**src/rtl/q16_pkg.sv**
```systemverilog
// Shared Q16.16 fixed-point definitions for the neuron datapath stages.
package q16_pkg;

    localparam int N    = 32;
    localparam int FRAC = 16;

    localparam logic [N-1:0] Q_ONE = 32'h0001_0000;
    localparam logic [N-1:0] Q_MAX = 32'h7FFF_FFFF;
    localparam logic [N-1:0] Q_MIN = 32'h8000_0000;

    typedef enum logic [2:0] {
        IDLE,
        ACCUM,
        DRAIN,
        RESULT,
        HOLD
    } state_t;

endpackage

```
**src/rtl/q16_sat_trunc.sv**
```systemverilog
// Reduces a wide Q.2FRAC accumulator to saturated Q16.16 by flooring away
// the extra fractional bits and clipping anything outside the N-bit range.
module q16_sat_trunc
    import q16_pkg::*;
#(
    parameter int ACC_W = 68
) (
    input  logic [ACC_W-1:0] acc_i,
    output logic [N-1:0]     res_o,
    output logic             sat_o
);

    logic signed [ACC_W-1:0] shifted;
    logic [ACC_W-N:0]        upper;

    // The value fits in N bits only when every bit from N-1 upward matches the sign.
    always_comb begin
        shifted = $signed(acc_i) >>> FRAC;
        upper   = shifted[ACC_W-1:N-1];
        res_o   = shifted[N-1:0];
        sat_o   = 1'b0;
        if ((|upper) && !(&upper)) begin
            sat_o = 1'b1;
            res_o = shifted[ACC_W-1] ? Q_MIN : Q_MAX;
        end
    end

endmodule

```
**src/rtl/neuron_mac_q16.sv**
```systemverilog
// Neuron pre-activation: bias + sum of K products in exact precision, then
// floored and saturated to Q16.16 and held behind a valid/ready handshake.
module neuron_mac_q16
    import q16_pkg::*;
#(
    parameter int K = 8
) (
    input  logic         clk,
    input  logic         rst_n,
    input  logic         start,
    input  logic [N-1:0] bias,
    input  logic         in_valid,
    output logic         in_ready,
    input  logic [N-1:0] x_in,
    input  logic [N-1:0] w_in,
    output logic [N-1:0] out,
    output logic         out_valid,
    input  logic         out_ready,
    output logic         sat
);

    localparam int CNT_W = $clog2(K + 1);
    localparam int ACC_W = 2 * N + CNT_W;

    state_t             state_q, state_d;
    logic [CNT_W-1:0]   cnt_q, cnt_d;
    logic [2*N-1:0]     prod_q, prod_d;
    logic               prod_v_q, prod_v_d;
    logic [ACC_W-1:0]   acc_q, acc_d;
    logic [N-1:0]       out_q, out_d;
    logic               out_valid_q, out_valid_d;
    logic               sat_q, sat_d;

    logic [N-1:0]       trunc_res;
    logic               trunc_sat;
    logic [ACC_W-1:0]   prod_ext;
    logic [ACC_W-1:0]   bias_ext;
    logic [2*N-1:0]     x_ext;
    logic [2*N-1:0]     w_ext;

    q16_sat_trunc #(
        .ACC_W (ACC_W)
    ) u_sat_trunc (
        .acc_i (acc_q),
        .res_o (trunc_res),
        .sat_o (trunc_sat)
    );

    // Sign extensions feeding the multiplier and the accumulator.
    always_comb begin
        prod_ext = {{(ACC_W - 2 * N){prod_q[2*N-1]}}, prod_q};
        bias_ext = {{(ACC_W - N - FRAC){bias[N-1]}}, bias, {FRAC{1'b0}}};
        x_ext    = {{N{x_in[N-1]}}, x_in};
        w_ext    = {{N{w_in[N-1]}}, w_in};
    end

    // Next-state and datapath updates; the product register drains into acc one edge later.
    always_comb begin
        state_d     = state_q;
        cnt_d       = cnt_q;
        prod_d      = prod_q;
        prod_v_d    = prod_v_q;
        acc_d       = acc_q;
        out_d       = out_q;
        out_valid_d = out_valid_q;
        sat_d       = sat_q;

        case (state_q)
            IDLE: begin
                if (start) begin
                    acc_d    = bias_ext;
                    cnt_d    = '0;
                    prod_v_d = 1'b0;
                    state_d  = ACCUM;
                end
            end
            ACCUM: begin
                if (prod_v_q) begin
                    acc_d = acc_q + prod_ext;
                end
                if (in_valid) begin
                    prod_d   = x_ext * w_ext;
                    prod_v_d = 1'b1;
                    cnt_d    = cnt_q + CNT_W'(1);
                    if (cnt_q == CNT_W'(K - 1)) begin
                        state_d = DRAIN;
                    end
                end else begin
                    prod_v_d = 1'b0;
                end
            end
            DRAIN: begin
                if (prod_v_q) begin
                    acc_d = acc_q + prod_ext;
                end
                prod_v_d = 1'b0;
                state_d  = RESULT;
            end
            RESULT: begin
                out_d       = trunc_res;
                sat_d       = trunc_sat;
                out_valid_d = 1'b1;
                state_d     = HOLD;
            end
            HOLD: begin
                if (out_ready) begin
                    out_valid_d = 1'b0;
                    state_d     = IDLE;
                end
            end
            default: begin
                state_d = IDLE;
            end
        endcase
    end

    // State and datapath registers; reset abandons any evaluation in flight.
    always_ff @(posedge clk or negedge rst_n) begin
        if (!rst_n) begin
            state_q     <= IDLE;
            cnt_q       <= '0;
            prod_q      <= '0;
            prod_v_q    <= 1'b0;
            acc_q       <= '0;
            out_q       <= '0;
            out_valid_q <= 1'b0;
            sat_q       <= 1'b0;
        end else begin
            state_q     <= state_d;
            cnt_q       <= cnt_d;
            prod_q      <= prod_d;
            prod_v_q    <= prod_v_d;
            acc_q       <= acc_d;
            out_q       <= out_d;
            out_valid_q <= out_valid_d;
            sat_q       <= sat_d;
        end
    end

    // Pair acceptance depends only on state, never on in_valid.
    always_comb begin
        in_ready  = (state_q == ACCUM);
        out       = out_q;
        out_valid = out_valid_q;
        sat       = sat_q;
    end

endmodule

```
**config.mk**
```make
export PLATFORM = sky130hd
export DESIGN_NAME = neuron_mac_q16
export DESIGN_NICKNAME = d
export VERILOG_FILES = /design/src/rtl/q16_pkg.sv /design/src/rtl/q16_sat_trunc.sv /design/src/rtl/neuron_mac_q16.sv
export SDC_FILE = /design/constraint.sdc
export NUM_CORES = 2
export LEC_CHECK = 0
export BUFFER_PORTS_ARGS = -buffer_cell sky130_fd_sc_hd__buf_2
export CORE_ASPECT_RATIO = 1.25
export CORE_UTILIZATION = 45
export DETAILED_ROUTE_END_ITERATION = 8
export GPL_ROUTABILITY_DRIVEN = 1
export PLACE_DENSITY = 0.58
export SLEW_MARGIN = 20
export SYNTH_ARGS = -nofsm -noshare
export SYNTH_HDL_FRONTEND = slang
export SYNTH_HIERARCHICAL = 1
export SYNTH_SLANG_ARGS = --single-unit
```
**constraint.sdc**
```tcl
create_clock -name clk -period 9 [get_ports clk]
set_clock_uncertainty 0.15 [all_clocks]
set_input_delay 0.9 -clock clk [delete_from_list [all_inputs] [get_ports clk]]
set_output_delay 0.9 -clock clk [all_outputs]
set_load 0.01 [all_outputs]
```
==> impl_summary.txt <==
----------------------------------------------------
[Outcome]
  Outcome ... finished, final reports clean

[Floorplan]
  Core footprint ... a little over 100,000 um2
  Core Rows ... about 130
  Io pins ... about 140
  Starting density of the core ... about 45%
  Vertical die dimension ... 363 um
  Die area ... 106,000 um2
  Die boundary width ... between 200 and 300 um

[Setup path]
  Register-to-register setup slack ... ~5 ns
  Worst Reg2Reg Path Length in Cells ... 14
  Biggest fanout along the worst timing path ... 19
  Critical Path Source Type ... input pin
  Worst endpoint required time ... just over 9 ns
  Slowest CP cell ... fa_1
  Largest stage delay on the critical path ... between 0.5 and 0.6 ns
  Kind of capture point of the worst setup path ... flop
  Cell occurring most often along the worst timing path ... fa_1
  Type of the setup path with the least slack ... input pin to flop
  Reg-to-Reg End ... acc_q[60]
  Reg2Reg Launch Point ... prod_q[0]
  CP Data Arrival Time ... ~8.7 ns

[Clock network]
  Number of buffers inserted by post-CTS setup repair ... 0
  Sink Count ... around 170
  Root Driver ... clkbuf_16
  TritonCTS Buffers ... 17
  Number of instances resized during post-cts repair ... 0
  Deepest clock path buffer count ... 2
  Clock latency at the later pin of the worst-skew pair ... about 0.46 ns
  H-tree level count ... 4
  Clock tree from TritonCTS ... built
  Hold-fix buffer count after cts ... 0
  Clock transition at path regs ... 0.07 ns

[Global routing]
  Global-route wire length before repair ... around 210 mm
  Global route total overflow ... 0
  Largest net degree at the start of global routing ... roughly 110
  Via count of the first global-routing pass ... between 30,000 and 40,000
  Antenna violations before repair ... 4
  Overall fraction of global-route tracks in use ... around a quarter

[Place]
  Number of placed instances, taps included ... 6,483
  HPWL after detailed placement ... between 100 and 150 mm
  Placer congestion estimate ... 0.913
  Number of buffers inserted by port buffering ... approximately 140

[STA]
  Final sum of negative setup slack ... 0 ns
  FMAX ... roughly 120 MHz
  Period utilisation layout ... 94.0%
  Setup repair after global routing missed its margin ... false
  Pins Over Slew Limit ... 0
  Slew at the pin closest to its max-slew limit ... slightly above 1 ns
  Worst-case headroom to the max-slew limit ... between 30% and 40%
  Final hold violation count ... 0
  Final setup violation count ... 0
  Shortest clock period the worst path allows after layout ... roughly 8.5 ns

[Route]
  Via Count ... 34,580
  Vias/cell ... 5.30
  Wire length reported by the detailed router ... 131 mm
  Count of antenna-violating nets left after detailed routing ... 0
  Wire length per cell after detailed routing ... ~20 um
  1st-iter DRT viols ... slightly above 2,000
  Pre-Repair DR Iteration Count ... 5
  Post-detailed-route DRC marker count ... 0

[Synthesis]
  Cells taking the most area after synthesis ... fa_1, dfrtp_1, inv_1
  Share of Yosys cell area claimed by the top area cell type ... between 40% and 50%
  Synth Flop Type ... dfrtp_1
  Most common library cells after synthesis ... fa_1, inv_1, nand2_1, and2_1, clkbuf_1
  Top-count cell post-synth ... fa_1
  Share of flip-flops with an asynchronous set or reset ... 100%
  Post-synthesis net count ... around 6,500
  Post-Syn Instances ... around 5,100
  Warnings from Yosys ... 6
  Distinct cell type count after synthesis ... 83
  Library cell with the largest summed area after synthesis ... fa_1
  Post-synthesis cell area ... approximately 47,000 um2
  Register area share after synthesis ... under 10%
  Number of synthesized flops with an enable pin ... 0
  Number of synthesized register bits ... 174
  Mean instance size in the synthesized netlist ... about 9 um2

[Cells and area]
  Fraction of layout cells with a size suffix above 1 ... 8.10%
  Area Overhead vs Synth ... 7.40%
  Number of standard cells in the final layout excluding fillers ... around 6,500
  Total number of nets in the final design ... about 6,600

[Worst hold path]
  Class of the tightest hold or removal check ... input pin to asynchronous set/reset pin

[Run]
  Max-capacitance violation count ... 0

----------------------------------------------------
## per-layer routing
layer	GRT usage, %	vias to the layer above	routed length, um
li1	-	15559	-
met1	35.8	17940	59100
met2	43.3	927	62900
met3	2.43	148	6390
met4	5.50	6	2670
met5	0	-	38
## metrics by stage
step | hold WS (ns) | area [um2] | worst slack, ns | utilization (%)
after floorplan | 0.293 | 47000 | 0.377 | -
after global placement | 0.309 | 49900 | 0.0356 | 48.2
after detailed placement | 0.320 | 49900 | 0.0760 | 48.2
after CTS | 0.187 | 50500 | 0.522 | 48.8
after global routing | 0.212 | 50500 | 0.187 | 48.8
final | 0.188 | 50500 | 0.541 | 48.8
## worst max-delay path, delay by kind of cell
family                     cells  cell delay [ns]
adders and majority gates      9             4.19
AOI/OAI and AO/OA              5             1.14
and+or+nand+nor                4             0.86
buffers and inverters          7             1.35
xor gates and xnor gates       1             0.19
## placed cells by master (no fill, tap or decap), types with 20 or more instances in the layout
cell type,instances
fa_1,1083
inv_1,985
nand2_1,691
and2_1,532
ha_1,252
a21oi_1,178
dfrtp_1,174
buf_4,173
o21ai_0,159
buf_2,134
nor2_1,115
a21o_1,110
xnor2_1,76
xor2_1,49
nand3_1,37
mux2_2,35
and3_1,34
a31oi_1,32
nand4_1,22
nand2b_1,21
nor3_1,20
## area by class of cell
cell class / count / area [um2]
sequential: 174 / 4350
inverter: 987 / 3700
clock inverter: 11 / 134
tap: 1340 / 1680
timing repair buffer: 319 / 2200
antenna: 5 / 12.5
multi-input combinational: 3663 / 38000
clock buffer: 21 / 470
fill: 9813 / 53000
## cells by family (layout without fill, tap and decap cells)
family	count (synthesis)	after routing	synth area share [%]
AOI/OAI and AO/OA	625	625	8.46
xor gates and xnor gates	125	125	2.33
adders and majority gates	1335	1335	52.8
buffers and inverters	1253	1338	10.1
DFF	174	174	9.26
muxes	40	40	0.944
other	0	5	0
and+or+nand+nor	1538	1538	16.1
## registers in the layout, summed over array words and instances, names as in the netlist
signal and count:
acc_q 68, prod_q 64, out 32, cnt_q 4
state_q 3, out_valid 1, prod_v_q 1, sat 1
## worst max path at each step
stage / start / end / slack, ns / depth (start not counted)
after global routing: w_in[3] / prod_q[58] / 0.19 / 27
after floorplan: w_in[2] / prod_q[61] / 0.38 / 23
after global placement: w_in[2] / prod_q[58] / 0.04 / 27
after CTS: w_in[3] / prod_q[58] / 0.52 / 27
final: x_in[31] / prod_q[63] / 0.54 / 26
after detailed placement: w_in[11] / prod_q[58] / 0.08 / 28
Power is not shown: default switching activity piles up to over one toggle a cycle in this logic, so the estimate is an artifact.
